### src/rtl/alu_arbiter.sv
// Round-robin front end that time-shares one combinational RV32IMA ALU between
// NREQ requesters: grant, register operands into the ALU, capture result, respond.
module alu_arbiter #(
    parameter int NREQ = 2,
    parameter int IDW  = $clog2(NREQ),
    parameter int OPW  = 5
) (
    input  logic                 clk,
    input  logic                 rst,
    input  logic                 flush_i,
    input  logic [NREQ-1:0]      req_valid_i,
    output logic [NREQ-1:0]      req_ready_o,
    input  logic [NREQ*OPW-1:0]  req_op_i,
    input  logic [NREQ*32-1:0]   req_in1_i,
    input  logic [NREQ*32-1:0]   req_in2_i,
    output logic                 resp_valid_o,
    input  logic                 resp_ready_i,
    output logic [IDW-1:0]       resp_id_o,
    output logic [31:0]          resp_out_o,
    output logic [3:0]           resp_flags_o,
    output logic [OPW-1:0]       alu_op_o,
    output logic [31:0]          alu_in1_o,
    output logic [31:0]          alu_in2_o,
    input  logic [31:0]          alu_out_i,
    input  logic                 alu_zero_i,
    input  logic                 alu_neg_i,
    input  logic                 alu_overflow_i,
    input  logic                 alu_carry_i,
    output logic [1:0]           state_o
);

    // Handshakes: a transfer happens on a rising edge where valid and ready are
    // both 1; req_ready is combinational, so req_valid must not depend on it.
    typedef enum logic [1:0] {
        S_IDLE = 2'd0,
        S_EXEC = 2'd1,
        S_RESP = 2'd2
    } state_t;

    state_t          state_q, state_d;
    logic [IDW-1:0]  ptr_q, ptr_d;
    logic [IDW-1:0]  id_q, id_d;
    logic [OPW-1:0]  alu_op_q, alu_op_d;
    logic [31:0]     alu_in1_q, alu_in1_d;
    logic [31:0]     alu_in2_q, alu_in2_d;
    logic            resp_valid_q, resp_valid_d;
    logic [IDW-1:0]  resp_id_q, resp_id_d;
    logic [31:0]     resp_out_q, resp_out_d;
    logic [3:0]      resp_flags_q, resp_flags_d;

    logic            grant_found;
    logic [IDW-1:0]  grant_idx;
    logic            grant;

    // Cyclic search starting at ptr; the first valid index wins.
    always_comb begin : pick
        int cand;
        grant_found = 1'b0;
        grant_idx   = '0;
        cand        = 0;
        for (int i = 0; i < NREQ; i++) begin
            cand = int'(ptr_q) + i;
            if (cand >= NREQ) cand = cand - NREQ;
            if (!grant_found && req_valid_i[cand]) begin
                grant_found = 1'b1;
                grant_idx   = cand[IDW-1:0];
            end
        end
    end

    assign grant = (state_q == S_IDLE) && !flush_i && grant_found && !rst;

    always_comb begin
        req_ready_o = '0;
        if (grant) req_ready_o[grant_idx] = 1'b1;
    end

    always_comb begin
        state_d      = state_q;
        ptr_d        = ptr_q;
        id_d         = id_q;
        alu_op_d     = alu_op_q;
        alu_in1_d    = alu_in1_q;
        alu_in2_d    = alu_in2_q;
        resp_valid_d = resp_valid_q;
        resp_id_d    = resp_id_q;
        resp_out_d   = resp_out_q;
        resp_flags_d = resp_flags_q;
        if (flush_i) begin
            // Abort wins over capture and over the response handshake.
            state_d      = S_IDLE;
            resp_valid_d = 1'b0;
        end else begin
            case (state_q)
                S_IDLE: begin
                    if (grant) begin
                        alu_op_d  = req_op_i[int'(grant_idx)*OPW +: OPW];
                        alu_in1_d = req_in1_i[int'(grant_idx)*32 +: 32];
                        alu_in2_d = req_in2_i[int'(grant_idx)*32 +: 32];
                        id_d      = grant_idx;
                        ptr_d     = (int'(grant_idx) == NREQ - 1) ? '0 : grant_idx + IDW'(1);
                        state_d   = S_EXEC;
                    end
                end
                S_EXEC: begin
                    resp_out_d   = alu_out_i;
                    resp_flags_d = {alu_carry_i, alu_overflow_i, alu_neg_i, alu_zero_i};
                    resp_id_d    = id_q;
                    resp_valid_d = 1'b1;
                    state_d      = S_RESP;
                end
                S_RESP: begin
                    if (resp_ready_i) begin
                        resp_valid_d = 1'b0;
                        state_d      = S_IDLE;
                    end
                end
                default: state_d = S_IDLE;
            endcase
        end
    end

    always_ff @(posedge clk or posedge rst) begin
        if (rst) begin
            state_q      <= S_IDLE;
            ptr_q        <= '0;
            id_q         <= '0;
            alu_op_q     <= '0;
            alu_in1_q    <= '0;
            alu_in2_q    <= '0;
            resp_valid_q <= 1'b0;
            resp_id_q    <= '0;
            resp_out_q   <= '0;
            resp_flags_q <= '0;
        end else begin
            state_q      <= state_d;
            ptr_q        <= ptr_d;
            id_q         <= id_d;
            alu_op_q     <= alu_op_d;
            alu_in1_q    <= alu_in1_d;
            alu_in2_q    <= alu_in2_d;
            resp_valid_q <= resp_valid_d;
            resp_id_q    <= resp_id_d;
            resp_out_q   <= resp_out_d;
            resp_flags_q <= resp_flags_d;
        end
    end

    assign resp_valid_o = resp_valid_q;
    assign resp_id_o    = resp_id_q;
    assign resp_out_o   = resp_out_q;
    assign resp_flags_o = resp_flags_q;
    assign alu_op_o     = alu_op_q;
    assign alu_in1_o    = alu_in1_q;
    assign alu_in2_o    = alu_in2_q;
    assign state_o      = state_q;

endmodule

### config.mk
export PLATFORM = sky130hd
export DESIGN_NAME = alu_arbiter
export DESIGN_NICKNAME = d
export VERILOG_FILES = /design/src/rtl/alu_arbiter.sv
export SDC_FILE = /design/constraint.sdc
export NUM_CORES = 1
export LEC_CHECK = 0
export CORE_UTILIZATION = 37
export DETAILED_ROUTE_END_ITERATION = 8
export PLACE_DENSITY = 0.8
export SKIP_CTS_REPAIR_TIMING = 1
export SLEW_MARGIN = 10
export SYNTH_ARGS = -nofsm -noshare
export SYNTH_HDL_FRONTEND = slang
export SYNTH_SLANG_ARGS = --single-unit
### constraint.sdc
create_clock -name clk -period 3.89 [get_ports clk]
set_clock_uncertainty 0.05 [all_clocks]
set_input_delay 0.389 -clock clk [delete_from_list [all_inputs] [get_ports clk]]
set_output_delay 0.389 -clock clk [all_outputs]
set_load 0.005 [all_outputs]
**Word-level counts from Yosys, hierarchy flattened**

Index checks and enable logic that the tools add are counted.

- $add $sub $neg: 4
- Multiply operators: 1
- Magnitude comparators: 6
- Equal/unequal tests: 4
- Shift operators: 3
- Multiplexer cells: 23
- Bitwise operators: 1
- Reduce and logical (&&, ||, !) cells: 14

Operators with widths:

| operator | count |
|---|---|
| 64-bit by 7-bit variable part select with 32-bit output | 2 |
| 32-bit by 3-bit less-than comparator with 1-bit output, second input constant | 2 |
| 32-bit two-way mux | 2 |
| 1-bit two-way mux | 14 |
| 10-bit by 5-bit variable part select with 5-bit output | 1 |
| 2-bit two-way mux | 4 |
| 3-bit != test, second input constant | 2 |
| 2-bit one-hot mux with 3 select lines | 1 |
| 2-bit AND reduction | 3 |
| 1-bit logical AND | 5 |
| 1-bit by 3-bit multiplier with 4-bit output, second input constant | 1 |
| 1-bit zero test | 3 |
| 3-bit AND reduction | 1 |
| 3-bit nonzero test | 1 |
| 1-bit by 2-bit subtractor with 3-bit output, second input constant | 1 |
| 2-bit by 2-bit subtractor with 3-bit output, second input constant | 1 |
| 1-bit by 1-bit adder with 2-bit output, second input constant | 1 |
| 2-bit by 1-bit equality test with 1-bit output, second input constant | 1 |
| 2-bit equality test, second input constant | 1 |
| 1-bit by 2-bit greater-or-equal comparator with 1-bit output, second input constant | 1 |
| 2-bit greater-or-equal comparator, second input constant | 1 |
| 2-bit zero test | 1 |
| 1-bit by 2-bit less-than comparator with 1-bit output, second input constant | 1 |
| 1-bit one-hot mux with 2 select lines | 1 |
| 4 further kinds | 4 |

- Flip-flop bits (word level): 111
- Input port bits: 180
- Output and inout bits: 111
- Logic and storage cells: 66

**Longest topological paths before layout**

- Depth after elaboration: 14
- Depth in mapped cells: 6
- Depth with buffers taken out: 3

**Worst setup path after synthesis**

No wires, ideal clock.

- Kind: flip-flop to output port
- Start point: register state_q[0], in the netlist state_o[0]
- End point: output req_ready_o[1]
- Arrival time: 1.453 ns
- Data required time: 3.451 ns
- Path slack: 1.998 ns
- Stages on the path, launching flop included: 5
- Path buffers: 1
- Path through: dfrtp_1 -> nor4_2 -> clkbuf_1 -> nand3_1 -> inv_1

- Longest elaborated chain between the ends: 5

RTL lines:

| element | RTL line | RTL |
|---|---|---|
| from (decl) | 40 | `state_t state_q, state_d;` |
| from (signal assigned) | 136 | `state_q <= state_d;` |
| 2-bit zero test | 71 | `assign grant = (state_q == S_IDLE) && !flush_i && grant_found && !rst;` |
| 1-bit logical AND (3 in a row) | 71 |  |
| 2-bit two-way mux | 75 | `if (grant) req_ready_o[grant_idx] = 1'b1;` |
| to (decl) | 12 | `output logic [NREQ-1:0] req_ready_o,` |

Every way passes these cells.

**Worst setup path in the final report**

- Start point: input flush_i
- End point: output req_ready_o[1]

- Longest elaborated chain between the ends: 5

RTL lines:

| element | RTL line | RTL |
|---|---|---|
| from (decl) | 10 | `input logic flush_i,` |
| 1-bit zero test | 71 |  |
| 1-bit logical AND (3 in a row) | 71 |  |
| 2-bit two-way mux | 75 |  |

Every way passes these cells.

==> impl_metrics.yaml <==
global_routing:
  grt_max_degree: 73
  grt_antenna_before_repair: 1
  first_global_vias: 4596
  grt_first_pass_wirelength_mm: 24.2
  grt.overflow.total: 0
  grt_use_met1_pct: 25.6
  grt.total_usage_pct: 24.2
  grt_busiest_layer: "met2"
  met2_usage_pct: 42.8
  grt.met3_usage_pct: 9.59
worst_setup_path:
  reg2reg_slack_ns: 1.81
  worst_setup_path_start_kind: "input port"
  crit_type: "input port to output pin"
  r2r.worst_path.cells: 3
  r2r-end: "resp_flags_o[0]"
  reg2reg_from: "state_o[1]"
  worst-endpoint-arrival_ns: 2.40
  crit_required_ns: 3.45
  crit_fanout: 26
  end_kind: "output pin"
route:
  post-route-drc-count: 0
  routed_via_density: 5.40
  drtIter0Drc: 230
  vias: 4258
  drt_wl_total_mm: 15.9
  antenna_left: 0
  wire_per_inst_um: 20.1
  first_pass_iters: 4
cells_and_area:
  num_antenna_cells: 0
  seqCellArea_um2: 2780
  nets: 795
  final_layout_size_suffix_gt1_share_pct: 10.5
  fin_util_pct: 65.8
  fillers: 930
  multi_input_area_um2: 1760
  final_area_um2: 8040
  syn_to_final_growth_pct: 70.2
timing:
  worst_hold_slack_ns: 0.464
  finalSetupTns_ns: 0
  drv_slew: 0
  post-route-period-util_pct: 72.9
  tightestPinTransition_ns: 1.23
  min_period_ns: 2.84
  max_freq_ghz: 0.353
  setup-violations-final: 0
  slew-limit-headroom_pct: 18.1
  setup_slack_ns: 1.05
  grt_setup_unrepaired: "false"
  hold_viol: 0
synthesis:
  synth_edf_count: 0
  synth_cell_types: 22
  synth.most_common_cell: "dfrtp_1"
  syn_area_per_cell_um2: 13.6
  synth.area.top_cells: "dfrtp_1, a2bb2oi_1, o32ai_1, mux2_2, clkbuf_1"
  synth_top_area_cell: "dfrtp_1"
  synthFlopType: "dfrtp_1"
  synth_warnings: 0
  netlist.area_leader.share_pct: 58.8
  synth_seq_cells: 111
  syn_area_um2: 4720
  yosysSeqAreaShare_pct: 58.8
  syn-num-nets: 528
  synthTopCellsByCount: "dfrtp_1, a2bb2oi_1, o32ai_1"
  synthArstFlopShare_pct: 100
  synth_cells: 348
placed_design:
  io_buffer_count: 290
  gp_congestion: 0.802
  dp_hpwl_mm: 11.5
  placed_cell_area_um2: 7750
  preCtsSetupSlack_ns: 1.07
power:
  p_leak_nw: 3.08
  power_density_nw_per_um2: 481
  worst_ir_drop_vdd_v: 0.000332
cts:
  root_buffer: "clkbuf_16"
  clk_latency_ns: 0.34
  cts_tree: "yes"
  htree_levels: 3
  cts_buffer_depth: 2
  path_clk_slew_ns: 0.07
  cts.sinks: 111
  numCtsBuffers: 9
die:
  fp.dieW_um: 115
  die-area_um2: 13200
  dieHeight_um: 115
  core_um2: 12200
  ios: 291
  start_util_pct: 38.7
  num_rows: 40
flow_run:
  cap_violations: 0
hold_path:
  hold_depth: 1
  hp-start: "resp_out_o[11]"
  holdPathEnd: "resp_out_o[11]"
  holdCritPathClass: "flop to flop"
status:
  status: "complete, no violations"
## worst max-delay path by stage
stage | start | endpoint
after floorplan | rst | alu_in1_o[0]
after global placement | flush_i | req_ready_o[1]
after detailed placement | flush_i | req_ready_o[1]
after CTS | flush_i | req_ready_o[1]
after global routing | flush_i | req_ready_o[1]
final | flush_i | req_ready_o[1]
## registers in the layout, summed over array words and instances (netlist names)
signal and cells:
alu_in1_o 32, alu_in2_o 32, resp_out_o 32, alu_op_o 5
resp_flags_o 4, state_o 2, id_q 1, ptr_q 1
resp_id_o 1, resp_valid_o 1
## power breakdown
part	internal, W	total, W	switching, W
Combinational	0.000904	0.00135	0.000442
Sequential	0.00144	0.00161	0.000169
Clock	0.000517	0.000916	0.000399
## layout by cell type (no fill, tap or decap), drive strengths merged
cell type      instances
nor2                   1
mux2                  37
a21boi                 1
nand2                  1
o32ai                 69
o21a                   2
a21oi                  2
bufinv                 1
buf                    7
clkinvlp               1
inv                    4
nand2b                 2
nor3                   1
or3b                   1
clkbuf                13
dfrtp                111
clkinv                 1
a2bb2oi               69
nor4                   1
o21ai                  1
nor2b                  2
a21bo                  1
clkdlybuf4s50        290
nand3                  1
## stage by stage
stage	std cells	total power, W
after floorplan	348	0.00206
after detailed placement	772	0.00297
after global routing	788	0.00406
final	788	0.00387
after global placement	772	0.00293
after CTS	788	0.00391
## critical path, cell delays in order
cell             delay [ns]
clkdlybuf4s50_1        0.54
nor4_4                 0.30
buf_4                  0.36
nand3_1                0.19
inv_1                  0.09
clkdlybuf4s50_1        0.52
## final cells by class
type                            instances  share of cell area [%]
Clock buffer                           13                    3.11
Timing Repair Buffer                  297                    37.1
Tap cell                              168                    2.61
Sequential cell                       111                    34.5
Clock inverter                          3                   0.529
Multi-Input combinational cell        192                    21.9
Inverter                                4                   0.218
## layer usage
metal | vias to the layer above | routed length (um)
met5 | - | 0
li1 | 1942 | -
met2 | 207 | 7940
met3 | 34 | 1670
met1 | 2075 | 5780
met4 | 0 | 479
## kinds of logic (layout without fill, tap and decap cells)
group / Yosys count / count (layout) / synth area share (%)
AO/OA/AOI/OAI: 145 / 145 / 26.6
flip-flops: 111 / 111 / 58.8
buffers and inverters: 45 / 317 / 4.37
multiplexers: 37 / 37 / 8.82
AND/OR/NAND/NOR: 10 / 10 / 1.40
(Power assumes the default switching activity.)
